## config.mk

```make
export PLATFORM = sky130hd
export DESIGN_NAME = muldiv_unit_flat
export DESIGN_NICKNAME = d
export VERILOG_FILES = /design/src/rtl/muldiv_unit_if.sv /design/src/rtl/muldiv_unit.sv /design/src/flat_wrapper.sv
export SDC_FILE = /design/constraint.sdc
export NUM_CORES = 1
export LEC_CHECK = 0
export BUFFER_PORTS_ARGS = -buffer_cell sky130_fd_sc_hd__buf_2
export CAP_MARGIN = 10
export CELL_PAD_IN_SITES_DETAIL_PLACEMENT = 1
export CELL_PAD_IN_SITES_GLOBAL_PLACEMENT = 1
export CORE_ASPECT_RATIO = 0.8
export CORE_MARGIN = 2
export CORE_UTILIZATION = 40
export DETAILED_ROUTE_END_ITERATION = 6
export PLACE_DENSITY_LB_ADDON = 0.12
export SKIP_CTS_REPAIR_TIMING = 1
export SLEW_MARGIN = 20
export SYNTH_ARGS = -nofsm -noshare
export SYNTH_HDL_FRONTEND = slang
export SYNTH_SLANG_ARGS = --single-unit
```

## constraint.sdc

```tcl
create_clock -name w_clock -period 7.1 [get_ports w_clock]
set_input_delay 0.71 -clock w_clock [delete_from_list [all_inputs] [get_ports w_clock]]
set_output_delay 0.71 -clock w_clock [all_outputs]
set_load 0.005 [all_outputs]
```

## src/rtl/muldiv_unit_if.sv

```systemverilog
// Issue/result bundle between the execute stage and the multiply/divide engine.
// The execute stage drives the master side and the engine drives the slave side.
interface muldiv_unit_if #(
  parameter int unsigned WIDTH = 32
);
  logic             w_start_i;
  logic [5:0]       w_funct_6_i;
  logic [WIDTH-1:0] w_rs_x_i;
  logic [WIDTH-1:0] w_rt_x_i;
  logic             w_busy_o;
  logic             w_done_o;
  logic             w_div0_o;
  logic [WIDTH-1:0] w_hi_x_o;
  logic [WIDTH-1:0] w_lo_x_o;

  modport master (
    output w_start_i, w_funct_6_i, w_rs_x_i, w_rt_x_i,
    input  w_busy_o, w_done_o, w_div0_o, w_hi_x_o, w_lo_x_o
  );

  modport slave (
    input  w_start_i, w_funct_6_i, w_rs_x_i, w_rt_x_i,
    output w_busy_o, w_done_o, w_div0_o, w_hi_x_o, w_lo_x_o
  );
endinterface

```

## src/rtl/muldiv_unit.sv

```systemverilog
// Iterative multiply/divide engine owning HI/LO: MULT/MULTU/DIV/DIVU take
// WIDTH CALC cycles plus one FIX cycle; MTHI/MTLO write directly.
module muldiv_unit #(
  parameter int unsigned WIDTH = 32
) (
  input  logic          w_clock,
  input  logic          w_reset_n,
  muldiv_unit_if.slave  bus
);
  localparam int unsigned CW = $clog2(WIDTH + 1);
  localparam logic [5:0] F_MTHI  = 6'h11;
  localparam logic [5:0] F_MTLO  = 6'h13;
  localparam logic [5:0] F_MULT  = 6'h18;
  localparam logic [5:0] F_MULTU = 6'h19;
  localparam logic [5:0] F_DIV   = 6'h1A;
  localparam logic [5:0] F_DIVU  = 6'h1B;

  typedef enum logic [1:0] {IDLE, CALC, FIX, DONE} state_t;

  state_t             state, state_next;
  logic [CW-1:0]      count;
  logic [2*WIDTH-1:0] acc;
  logic [WIDTH-1:0]   b_mag;
  logic               op_div, neg_res, neg_rem;
  logic [WIDTH-1:0]   hi, lo;
  logic               div0;

  logic             can_issue, is_signed, is_muldiv, accept, mt_write;
  logic             rs_neg, rt_neg;
  logic [WIDTH-1:0] a_mag_in, b_mag_in;
  logic [WIDTH:0]   mul_sum, div_rem, div_diff;
  logic             div_ge;
  logic [2*WIDTH-1:0] acc_next, prod;
  logic [WIDTH-1:0] quot, rem;

  assign can_issue = (state == IDLE) || (state == DONE);
  assign is_muldiv = (bus.w_funct_6_i == F_MULT) || (bus.w_funct_6_i == F_MULTU) ||
                     (bus.w_funct_6_i == F_DIV)  || (bus.w_funct_6_i == F_DIVU);
  assign is_signed = (bus.w_funct_6_i == F_MULT) || (bus.w_funct_6_i == F_DIV);
  assign accept    = bus.w_start_i && can_issue && is_muldiv;
  assign mt_write  = bus.w_start_i && can_issue &&
                     ((bus.w_funct_6_i == F_MTHI) || (bus.w_funct_6_i == F_MTLO));

  assign rs_neg   = is_signed && bus.w_rs_x_i[WIDTH-1];
  assign rt_neg   = is_signed && bus.w_rt_x_i[WIDTH-1];
  assign a_mag_in = rs_neg ? -bus.w_rs_x_i : bus.w_rs_x_i;
  assign b_mag_in = rt_neg ? -bus.w_rt_x_i : bus.w_rt_x_i;

  // acc holds {partial product high, multiplier} for mul and
  // {partial remainder, dividend/quotient shift register} for div.
  assign mul_sum  = {1'b0, acc[2*WIDTH-1:WIDTH]} + (acc[0] ? {1'b0, b_mag} : '0);
  assign div_rem  = {acc[2*WIDTH-1:WIDTH], acc[WIDTH-1]};
  assign div_diff = div_rem - {1'b0, b_mag};
  assign div_ge   = ~div_diff[WIDTH];

  always_comb begin
    acc_next = acc;
    if (op_div)
      acc_next = {(div_ge ? div_diff[WIDTH-1:0] : div_rem[WIDTH-1:0]), acc[WIDTH-2:0], div_ge};
    else
      acc_next = {mul_sum, acc[WIDTH-1:1]};
  end

  assign prod = neg_res ? -acc : acc;
  assign quot = neg_res ? -acc[WIDTH-1:0] : acc[WIDTH-1:0];
  assign rem  = neg_rem ? -acc[2*WIDTH-1:WIDTH] : acc[2*WIDTH-1:WIDTH];

  always_ff @(posedge w_clock) begin
    if (!w_reset_n) state <= IDLE;
    else            state <= state_next;
  end

  always_comb begin
    state_next = state;
    case (state)
      IDLE: if (accept) state_next = CALC;
      CALC: if (count == CW'(1)) state_next = FIX;
      FIX:  state_next = DONE;
      DONE: state_next = accept ? CALC : IDLE;
      default: state_next = IDLE;
    endcase
  end

  always_ff @(posedge w_clock) begin
    if (!w_reset_n) begin
      hi      <= '0;
      lo      <= '0;
      div0    <= 1'b0;
      acc     <= '0;
      b_mag   <= '0;
      count   <= '0;
      op_div  <= 1'b0;
      neg_res <= 1'b0;
      neg_rem <= 1'b0;
    end else begin
      if (mt_write) begin
        if (bus.w_funct_6_i == F_MTHI) hi <= bus.w_rs_x_i;
        else                           lo <= bus.w_rs_x_i;
      end
      if (accept) begin
        op_div  <= bus.w_funct_6_i[1];
        neg_res <= rs_neg ^ rt_neg;
        neg_rem <= rs_neg;
        b_mag   <= b_mag_in;
        acc     <= {{WIDTH{1'b0}}, a_mag_in};
        count   <= CW'(WIDTH);
        div0    <= 1'b0;
      end else if (state == CALC) begin
        acc   <= acc_next;
        count <= count - CW'(1);
      end else if (state == FIX) begin
        // A zero divisor leaves the dividend magnitude as remainder, so the
        // sign-restored remainder equals rs; only the quotient needs forcing.
        if (op_div) begin
          hi   <= rem;
          lo   <= (b_mag == '0) ? '1 : quot;
          div0 <= (b_mag == '0);
        end else begin
          hi <= prod[2*WIDTH-1:WIDTH];
          lo <= prod[WIDTH-1:0];
        end
      end
    end
  end

  assign bus.w_busy_o = (state == CALC) || (state == FIX);
  assign bus.w_done_o = (state == DONE);
  assign bus.w_div0_o = div0;
  assign bus.w_hi_x_o = hi;
  assign bus.w_lo_x_o = lo;
endmodule
```

## src/flat_wrapper.sv

```systemverilog
// flat-port wrapper written by rule: the top's interface ports become plain ports
module muldiv_unit_flat 
#(
  parameter int unsigned WIDTH = 32
)
  (w_clock, w_reset_n, bus_w_start_i, bus_w_funct_6_i, bus_w_rs_x_i, bus_w_rt_x_i, bus_w_busy_o, bus_w_done_o, bus_w_div0_o, bus_w_hi_x_o, bus_w_lo_x_o);
  muldiv_unit_if #(.WIDTH(WIDTH)) bus_i ();
  input  logic w_clock;
  input  logic w_reset_n;
  input wire logic [$bits(bus_i.w_start_i)-1:0] bus_w_start_i;
  input wire logic [$bits(bus_i.w_funct_6_i)-1:0] bus_w_funct_6_i;
  input wire logic [$bits(bus_i.w_rs_x_i)-1:0] bus_w_rs_x_i;
  input wire logic [$bits(bus_i.w_rt_x_i)-1:0] bus_w_rt_x_i;
  output wire logic [$bits(bus_i.w_busy_o)-1:0] bus_w_busy_o;
  output wire logic [$bits(bus_i.w_done_o)-1:0] bus_w_done_o;
  output wire logic [$bits(bus_i.w_div0_o)-1:0] bus_w_div0_o;
  output wire logic [$bits(bus_i.w_hi_x_o)-1:0] bus_w_hi_x_o;
  output wire logic [$bits(bus_i.w_lo_x_o)-1:0] bus_w_lo_x_o;
  assign bus_i.w_start_i = bus_w_start_i;
  assign bus_i.w_funct_6_i = bus_w_funct_6_i;
  assign bus_i.w_rs_x_i = bus_w_rs_x_i;
  assign bus_i.w_rt_x_i = bus_w_rt_x_i;
  assign bus_w_busy_o = bus_i.w_busy_o;
  assign bus_w_done_o = bus_i.w_done_o;
  assign bus_w_div0_o = bus_i.w_div0_o;
  assign bus_w_hi_x_o = bus_i.w_hi_x_o;
  assign bus_w_lo_x_o = bus_i.w_lo_x_o;
  muldiv_unit #(.WIDTH(WIDTH)) u_core (.w_clock(w_clock), .w_reset_n(w_reset_n), .bus(bus_i));
endmodule
```

[Yosys cells after proc, flatten, opt, wreduce, memory -nomap -nowiden]
Index checks and enable logic that the tools add are counted.
Storage, ports and cells
  bits in registers: 172
  bits of input ports: 73
  output and inout port bits: 67
  logic and storage cells: 83
Cells by class
  add/sub/neg operators: 8
  eq/ne operators: 12
  mux-type cells: 29
  bitwise operators: 4
  reductions and logical operators: 18
Operators by type and width (number)
  $mux 32: 21
  $mux 64: 2
  $neg 32->32: 4
  $neg 64->64: 1
  $eq 6x5->1 const B: 6
  $add 32x32->33: 1
  $sub 33x32->33: 1
  $logic_not 32->1: 1
  $mux 6: 2
  $pmux 2 s4: 1
  $logic_or 1x1->1: 7
  $eq 6x1->1 const B: 1
  $sub 6x1->6 const B: 1
  $logic_and 1x1->1: 5
  $eq 2x2->1 const B: 2
  $mux 2: 2
  $ne 2x1->1 const B: 2
  $not 1->1: 3
  $reduce_and 3->1: 1
  $eq 2x1->1 const B: 1
  $logic_not 2->1: 1
  $reduce_and 2->1: 1
  $reduce_bool 2->1: 1
  $reduce_or 2->1: 1
  other kinds (2): 2

[Longest topological paths before layout]
Gate-level depths: netlist (run 1).
  depth after elaboration: 8
  gate-level depth with buffers: 14

[Least setup slack after synthesis (run 1)]
Ideal clock, no wire load.
  kind: register -> register
  start: register u_core.acc[31]
  end: register u_core.acc[43]
  setup time: 123 ps
  arrival time: 3236 ps
  required time: 6977 ps
  setup slack: 3741 ps
  cell stages (with the launch flop): 14
  path buffers: 1
  clock period less this slack: 3359 ps
  path through: dfxtp_1 inv_1 ha_1 fa_1 nand2b_1 a21oi_1 o311ai_0 a211o_1 a21oi_1 nor3_1 nor2_1 clkbuf_1 mux2i_1 o22ai_1
On the way
  word-level cells in the longest chain between the ends: 3
Ends and longest elaborated chain
  start, declared: RTL line muldiv_unit.sv:22  | logic [2*WIDTH-1:0] acc;
  start signal, assigned: RTL line muldiv_unit.sv:105  | acc <= {{WIDTH{1'b0}}, a_mag_in};
  start signal, assigned: RTL line muldiv_unit.sv:109  | acc <= acc_next;
  $sub 33x32->33: RTL line muldiv_unit.sv:53  | assign div_diff = div_rem - {1'b0, b_mag};
  $mux 32: RTL line muldiv_unit.sv:59  | acc_next = {(div_ge ? div_diff[WIDTH-1:0] : div_rem[WIDTH-1:0]), acc[WIDTH-2:0], div_ge};
  $mux 64: RTL line muldiv_unit.sv:58  | if (op_div)
No other way between the ends.
A chain may end at the register's enable or synchronous reset.

[Worst setup path in the final report (run 1)]
  start: register u_core.b_mag[0]
  end: register u_core.acc[0]
On the way
  word-level cells in the longest chain between the ends: 5
Ends and longest elaborated chain
  start, declared: RTL line muldiv_unit.sv:23  | logic [WIDTH-1:0] b_mag;
  start signal, assigned: RTL line muldiv_unit.sv:104  | b_mag <= b_mag_in;
  $sub 33x32->33: RTL line muldiv_unit.sv:53
  $not 1->1: RTL line muldiv_unit.sv:54  | assign div_ge = ~div_diff[WIDTH];
  $mux 64: RTL line muldiv_unit.sv:58
  $mux 32: RTL line muldiv_unit.sv:108  | end else if (state == CALC) begin
  $mux 32: RTL line muldiv_unit.sv:100  | if (accept) begin
No other way between the ends. The select of a mux whose other input is x is not followed.

==> results.py, run 1 <==
metrics = {
    "status": {
        "outcome": "finished clean",
    },
    "cells_and_area": {
        "drive_above_1_share": 0.113,
        "final_cell_mix": "nand2_1 (218), nor2_1 (172), dfxtp_1 (171)",
        "area_growth_pct": 10.3,
        "diodes": 0,
        "fillerInstances": 4503,
        "layout_commonest_cell": "nand2_1",
        "final_nets": 2137,
        "final_cells": 2479,
    },
    "critical_path": {
        "endpoint_kind": "flop",
        "start_kind": "flop",
        "crit_fanout": 16,
        "critical_path_required_ns": 7.49,
        "reg2reg_from": "u_core.b_mag[0]",
        "crit_arrival_ns": 5.18,
        "path_class": "reg -> reg",
        "worstSetupStartpoint": "u_core.b_mag[0]",
    },
    "global_routing": {
        "grt_max_degree": 84,
        "grt_use_total": 0.291,
        "grt_pass1_wl_um": 86900,
        "grt_overflow_total": 0,
        "antenna_found_initial": 0,
        "grt_pass1_vias": 14500,
    },
    "yosys": {
        "post_synth_num_cell_types": 76,
        "yosysWarnings": 0,
        "synth_area_um2": 14700,
        "yosysSeqAreaShare": 0.234,
        "async_flop_share": 0,
        "synth_ff_type": "dfxtp_1",
        "avgSynthCellArea_um2": 7.59,
        "synth_nets": 2092,
        "synth_edf_count": 0,
        "ys_ff_latch": 172,
        "postSynthCellCount": 1942,
    },
    "sta": {
        "hold_violations": 0,
        "fmax_ghz": 0.209,
        "setup_violations": 0,
        "min_period_ns": 4.79,
        "finClkSkew_ns": 0.0158,
        "rsz0062_at_grt": "false",
        "worst_pin_slew_ns": 1.02,
        "period_share": 0.675,
        "slew_viol_final": 0,
        "tns_ns": 0,
        "slew_headroom": 0.321,
    },
    "floorplanning": {
        "start_util": 0.408,
        "io_pins": 140,
        "core_area_um2": 36100,
        "row_count": 62,
        "die_area_um2": 38400,
        "dieHeight_um": 176,
        "die_w_um": 219,
    },
    "clocking": {
        "clock_path_buffers": 2,
        "clock-root-buffer": "clkbuf_16",
        "cts_made_buffers": 17,
        "cts_tree": "built",
        "clkLatencyLatePin_ns": 0.46,
        "h-tree-depth": 4,
        "clk_pin_slew_ns": 0.07,
        "cts_sinks": 172,
    },
    "routing": {
        "wl_um": 56700,
        "drc": 0,
        "wl_per_cell_um": 22.9,
        "m1WireLength_um": 28400,
        "vias_per_cell": 6.08,
        "met2WireLength_um": 24300,
        "drt_first_pass_iters": 5,
        "wl_met3_um": 3300,
        "top_layer": "met4",
        "postRouteAntennaNets": 0,
        "drt_iter0_drc": 1167,
        "num_vias": 15100,
    },
    "hold_path": {
        "hp-start": "u_core.count[1]",
        "hold_path_class": "reg -> reg",
    },
    "placement": {
        "port_buffers": 139,
        "place.gp.congestion": 0.968,
        "placed_cells": 2448,
        "place.detailed.hpwl_um": 42200,
    },
    "power_and_ir_drop": {
        "vdd_drop_max_uv": 227,
        "power.density_nw_per_um2": 328,
        "leakagePower_nw": 7.85,
    },
    "job": {
        "max_cap_viol_count": 0,
    },
}
## where the power goes
| group | total, mW | switching [mW] | internal, mW | leakage (nW) |
|---|---|---|---|---|
| sequential | 1.24 | 0.183 | 1.06 | 1.39 |
| clock | 0.950 | 0.456 | 0.494 | 0.260 |
| combinational | 3.14 | 2.05 | 1.09 | 6.20 |
| total | 5.33 | 2.69 | 2.65 | 7.85 |
## path summary, 6_finish.rpt
path | depth (start not counted) | end | slack, ns
min | 2 | u_core.count[1] | 0.50
max | 11 | u_core.acc[0] | 2.31
max reg2reg | 11 | u_core.acc[0] | 2.31
min reg2reg | 2 | u_core.count[1] | 0.50
## cell type report
cell class | count | area [µm²] | area share
tap | 480 | 601 | 0.0370
clock inverter | 12 | 115 | 0.00708
clock buffer | 19 | 443 | 0.0273
inverter | 63 | 236 | 0.0146
timing repair buffer | 160 | 856 | 0.0527
sequential | 172 | 3440 | 0.212
multi-input combinational | 1573 | 10600 | 0.650
## metal layers
layer	vias up	global-route usage
met5	-	0
met4	0	0.0595
met3	41	0.0457
met2	404	0.436
met1	7465	0.436
li1	7152	-
## cells by family (layout without fill, tap and decap cells)
logic type / Yosys count / count (layout) / share of synthesized area
adder cells (fa/ha/maj): 77 / 77 / 0.0664
buffers and inverters: 197 / 254 / 0.0516
XOR/XNOR: 161 / 161 / 0.0957
AND/OR/NAND/NOR: 602 / 602 / 0.189
flip-flops: 172 / 172 / 0.234
multiplexers: 98 / 98 / 0.0672
AO/OA/AOI/OAI: 635 / 635 / 0.296
## worst max-delay path, cell delays in order (launching register included)
cell,delay (ns)
dfxtp_1,0.44
ha_1,0.24
fa_1,0.22
nand2b_1,0.15
a21oi_1,0.13
o311ai_0,0.80
a211o_1,0.26
a21oi_1,0.12
o21ai_1,0.77
nand2_1,0.79
a2111oi_0,0.60
o21a_1,0.18
## synth_stat cells (5+ instances only)
| cell | n | area (µm²) |
|---|---|---|
| dfxtp_1 | 172 | 3440 |
| or2_2 | 6 | 37.5 |
| a21o_1 | 40 | 300 |
| o21bai_1 | 5 | 37.5 |
| xor2_1 | 89 | 780 |
| xnor2_1 | 72 | 631 |
| or3_1 | 21 | 131 |
| a21oi_1 | 156 | 781 |
| nor4_1 | 21 | 131 |
| o21a_1 | 28 | 210 |
| nor3b_1 | 5 | 37.5 |
| buf_1 | 10 | 37.5 |
| o31a_1 | 24 | 210 |
| nand2_1 | 219 | 822 |
| o211a_1 | 85 | 851 |
| o21ai_0 | 132 | 661 |
| mux2i_1 | 91 | 911 |
| nor3_1 | 39 | 195 |
| and3_1 | 8 | 50.1 |
| mux2_2 | 7 | 78.8 |
| a211oi_1 | 15 | 113 |
| nand4_1 | 16 | 100 |
| nor2_1 | 172 | 646 |
| a21boi_0 | 17 | 128 |
| a31oi_1 | 15 | 93.8 |
| o211ai_1 | 19 | 143 |
| clkbuf_1 | 117 | 439 |
| inv_1 | 62 | 233 |
| o31ai_1 | 25 | 188 |
| buf_2 | 5 | 25.0 |
| or4_1 | 11 | 82.6 |
| o221ai_1 | 8 | 70.1 |
| and2_1 | 13 | 81.3 |
| o41ai_1 | 16 | 140 |
| ha_1 | 75 | 938 |
| nor2b_1 | 5 | 31.3 |
| nand2b_1 | 14 | 87.6 |
| o22ai_1 | 5 | 31.3 |
| nand3_1 | 30 | 150 |
## sequential cells by signal (all words and copies together), names as in the netlist
| name | cells |
|---|---|
| u_core.bus.w_hi_x_o | 32 |
| u_core.neg_res | 1 |
| u_core.state | 2 |
| u_core.neg_rem | 1 |
| u_core.count | 6 |
| u_core.op_div | 1 |
| u_core.acc | 64 |
| u_core.bus.w_lo_x_o | 32 |
| u_core.bus.w_div0_o | 1 |
| u_core.b_mag | 32 |
## through the flow
step	instance area [µm²]	worst slack [ns]	total power, mW	hold slack, ns	utilization
6_report	16300	2.31	5.33	0.498	0.451
5_1_grt	16300	2.04	5.64	0.515	0.451
4_1_cts	16200	2.46	5.27	0.499	0.450
3_5_place_dp	15700	2.52	4.30	0.490	0.435
3_3_place_gp	15700	2.70	4.26	0.482	0.435
2_1_floorplan	14700	3.74	3.34	0.456	-
No activity file was read; power rests on OpenSTA's default activity.
==> run 2, diff against run 1 <==
clock period = 4.45 ns   (was 7.1 ns; I/O delays follow)
==> run 2 against run 1 <==
Critical path type unchanged. Largest cell class unchanged. Critical endpoint is now u_core.acc[58]. Critical path depth up 1. Non-clock buffer count up 16. Count of clock-buffer cells in the layout down 1. Routed wire length about the same.
==> results.py, run 2 (synthesis gave the netlist of run 1 again) <==
metrics = {
    "routing": {
        "num_vias": 15200,
        "drt_iter0_drc": 1277,
        "drt_first_pass_iters": 5,
        "vias_per_cell": 6.09,
        "wl_per_cell_um": 22.7,
        "drc": 0,
        "postRouteAntennaNets": 0,
        "wl_um": 56700,
    },
    "clocking": {
        "clkLatencyLatePin_ns": 0.47,
        "clock-root-buffer": "clkbuf_16",
        "cts_made_buffers": 17,
        "clock_path_buffers": 2,
        "cts_sinks": 172,
        "clk_pin_slew_ns": 0.07,
        "cts_tree": "built",
        "h-tree-depth": 4,
    },
    "sta": {
        "slew_viol_final": 0,
        "fmax_ghz": 0.258,
        "worst_pin_slew_ns": 1.13,
        "hold_violations": 0,
        "tns_ns": 0,
        "min_period_ns": 3.87,
        "rsz0062_at_grt": "false",
        "period_share": 0.870,
        "slew_headroom": 0.248,
        "finClkSkew_ns": 0.0151,
        "setup_violations": 0,
    },
    "critical_path": {
        "crit_end": "u_core.acc[58]",
        "endpoint_kind": "flop",
        "path_class": "reg -> reg",
        "crit_fanout": 9,
        "worstSetupStartpoint": "u_core.b_mag[3]",
        "critical_path_required_ns": 4.81,
        "crit_arrival_ns": 4.23,
        "r2r_cells": 12,
        "rrSetupSlack_ns": 0.58,
        "timing.rr.end": "u_core.acc[58]",
        "start_kind": "flop",
        "reg2reg_from": "u_core.b_mag[3]",
    },
    "floorplanning": {
        "io_pins": 140,
        "start_util": 0.408,
        "dieHeight_um": 176,
        "die_area_um2": 38400,
        "die_w_um": 219,
        "row_count": 62,
        "core_area_um2": 36100,
    },
    "cells_and_area": {
        "regMostFlops": "u_core.acc",
        "area_growth_pct": 11.8,
        "final_cell_mix": "nand2_1 (218), nor2_1 (172), dfxtp_1 (171)",
        "finalInstanceArea_um2": 16500,
        "diodes": 0,
        "drive_above_1_share": 0.120,
        "final-seq-area_um2": 3440,
        "largest_reg_flops": 64,
        "fillerInstances": 4489,
        "final_nets": 2153,
        "layout_commonest_cell": "nand2_1",
        "multi_input_area_um2": 10600,
    },
    "global_routing": {
        "grt_overflow_total": 0,
        "grt_use_total": 0.294,
        "grt_pass1_wl_um": 87800,
        "antenna_found_initial": 1,
        "grt_max_degree": 84,
        "grt_pass1_vias": 14900,
    },
    "status": {
        "outcome": "finished clean",
    },
    "placement": {
        "place.gp.congestion": 0.922,
        "placed_cell_area_um2": 15800,
        "place.detailed.hpwl_um": 42600,
        "port_buffers": 139,
    },
    "job": {
        "max_cap_viol_count": 0,
    },
    "power_and_ir_drop": {
        "power.density_nw_per_um2": 540,
        "vdd_drop_max_uv": 387,
        "leakagePower_nw": 7.99,
    },
    "hold_path": {
        "hold_path_class": "in -> reg",
    },
}
## run 2: cell count changes in the layout (fill, tap and decap cells not counted), sizes merged
cell,delta
bufinv,+3
clkinvlp,-4
buf,+16
inv,+2
clkbuf,-1
clkinv,+1
## run 2: critical path: stages, from the launching register on
cell and delay, ns:
dfxtp_1 0.36, inv_1 0.09, ha_1 0.38, o211ai_1 0.20, a21oi_1 0.12, o311ai_0 0.83
a211o_1 0.25, a21oi_1 0.12, or3_1 0.41, nand2_1 0.40, buf_4 0.26, nor3_1 0.07
nor4b_1 0.29
## run 2: area by class of cell
class | instances | area share
Multi-Input combinational cell | 1573 | 0.641
Inverter | 63 | 0.0144
Sequential cell | 172 | 0.209
Timing Repair Buffer | 176 | 0.0608
Clock buffer | 18 | 0.0261
Tap cell | 480 | 0.0365
Clock inverter | 14 | 0.0127
## run 2: worst min-delay path by stage
stage                             to               start  cells past startpoint
finish               u_core.b_mag[0]     bus_w_rt_x_i[0]                      3
global route           u_core.op_div  bus_w_funct_6_i[1]                      3
CTS                    u_core.op_div  bus_w_funct_6_i[1]                      3
detailed placement  u_core.b_mag[15]    u_core.b_mag[15]                      1
global placement    u_core.b_mag[13]    u_core.b_mag[13]                      1
floorplan           u_core.b_mag[31]    u_core.b_mag[31]                      2
## run 2: stage by stage
stage	setup slack, ns	util	hold WS, ns	std cells	power (mW)
floorplan	1.09	-	0.456	1942	5.34
global placement	0.790	0.439	0.482	2464	6.98
detailed placement	0.686	0.439	0.490	2464	7.07
CTS	0.643	0.457	0.272	2496	8.80
global route	0.258	0.457	0.291	2496	9.43
finish	0.577	0.457	0.290	2496	8.89
## run 2: where the power goes
part           internal (mW)  switching (mW)
combinational           1.84            3.42
sequential              1.69           0.257
clock                  0.954           0.732
## run 2: metal layers
layer,vias to the layer above,wire length (µm),GRT usage
met2,408,24500,0.443
li1,7190,-,-
met3,65,3090,0.0464
met1,7528,28000,0.430
met4,2,1130,0.0808
met5,-,13,0
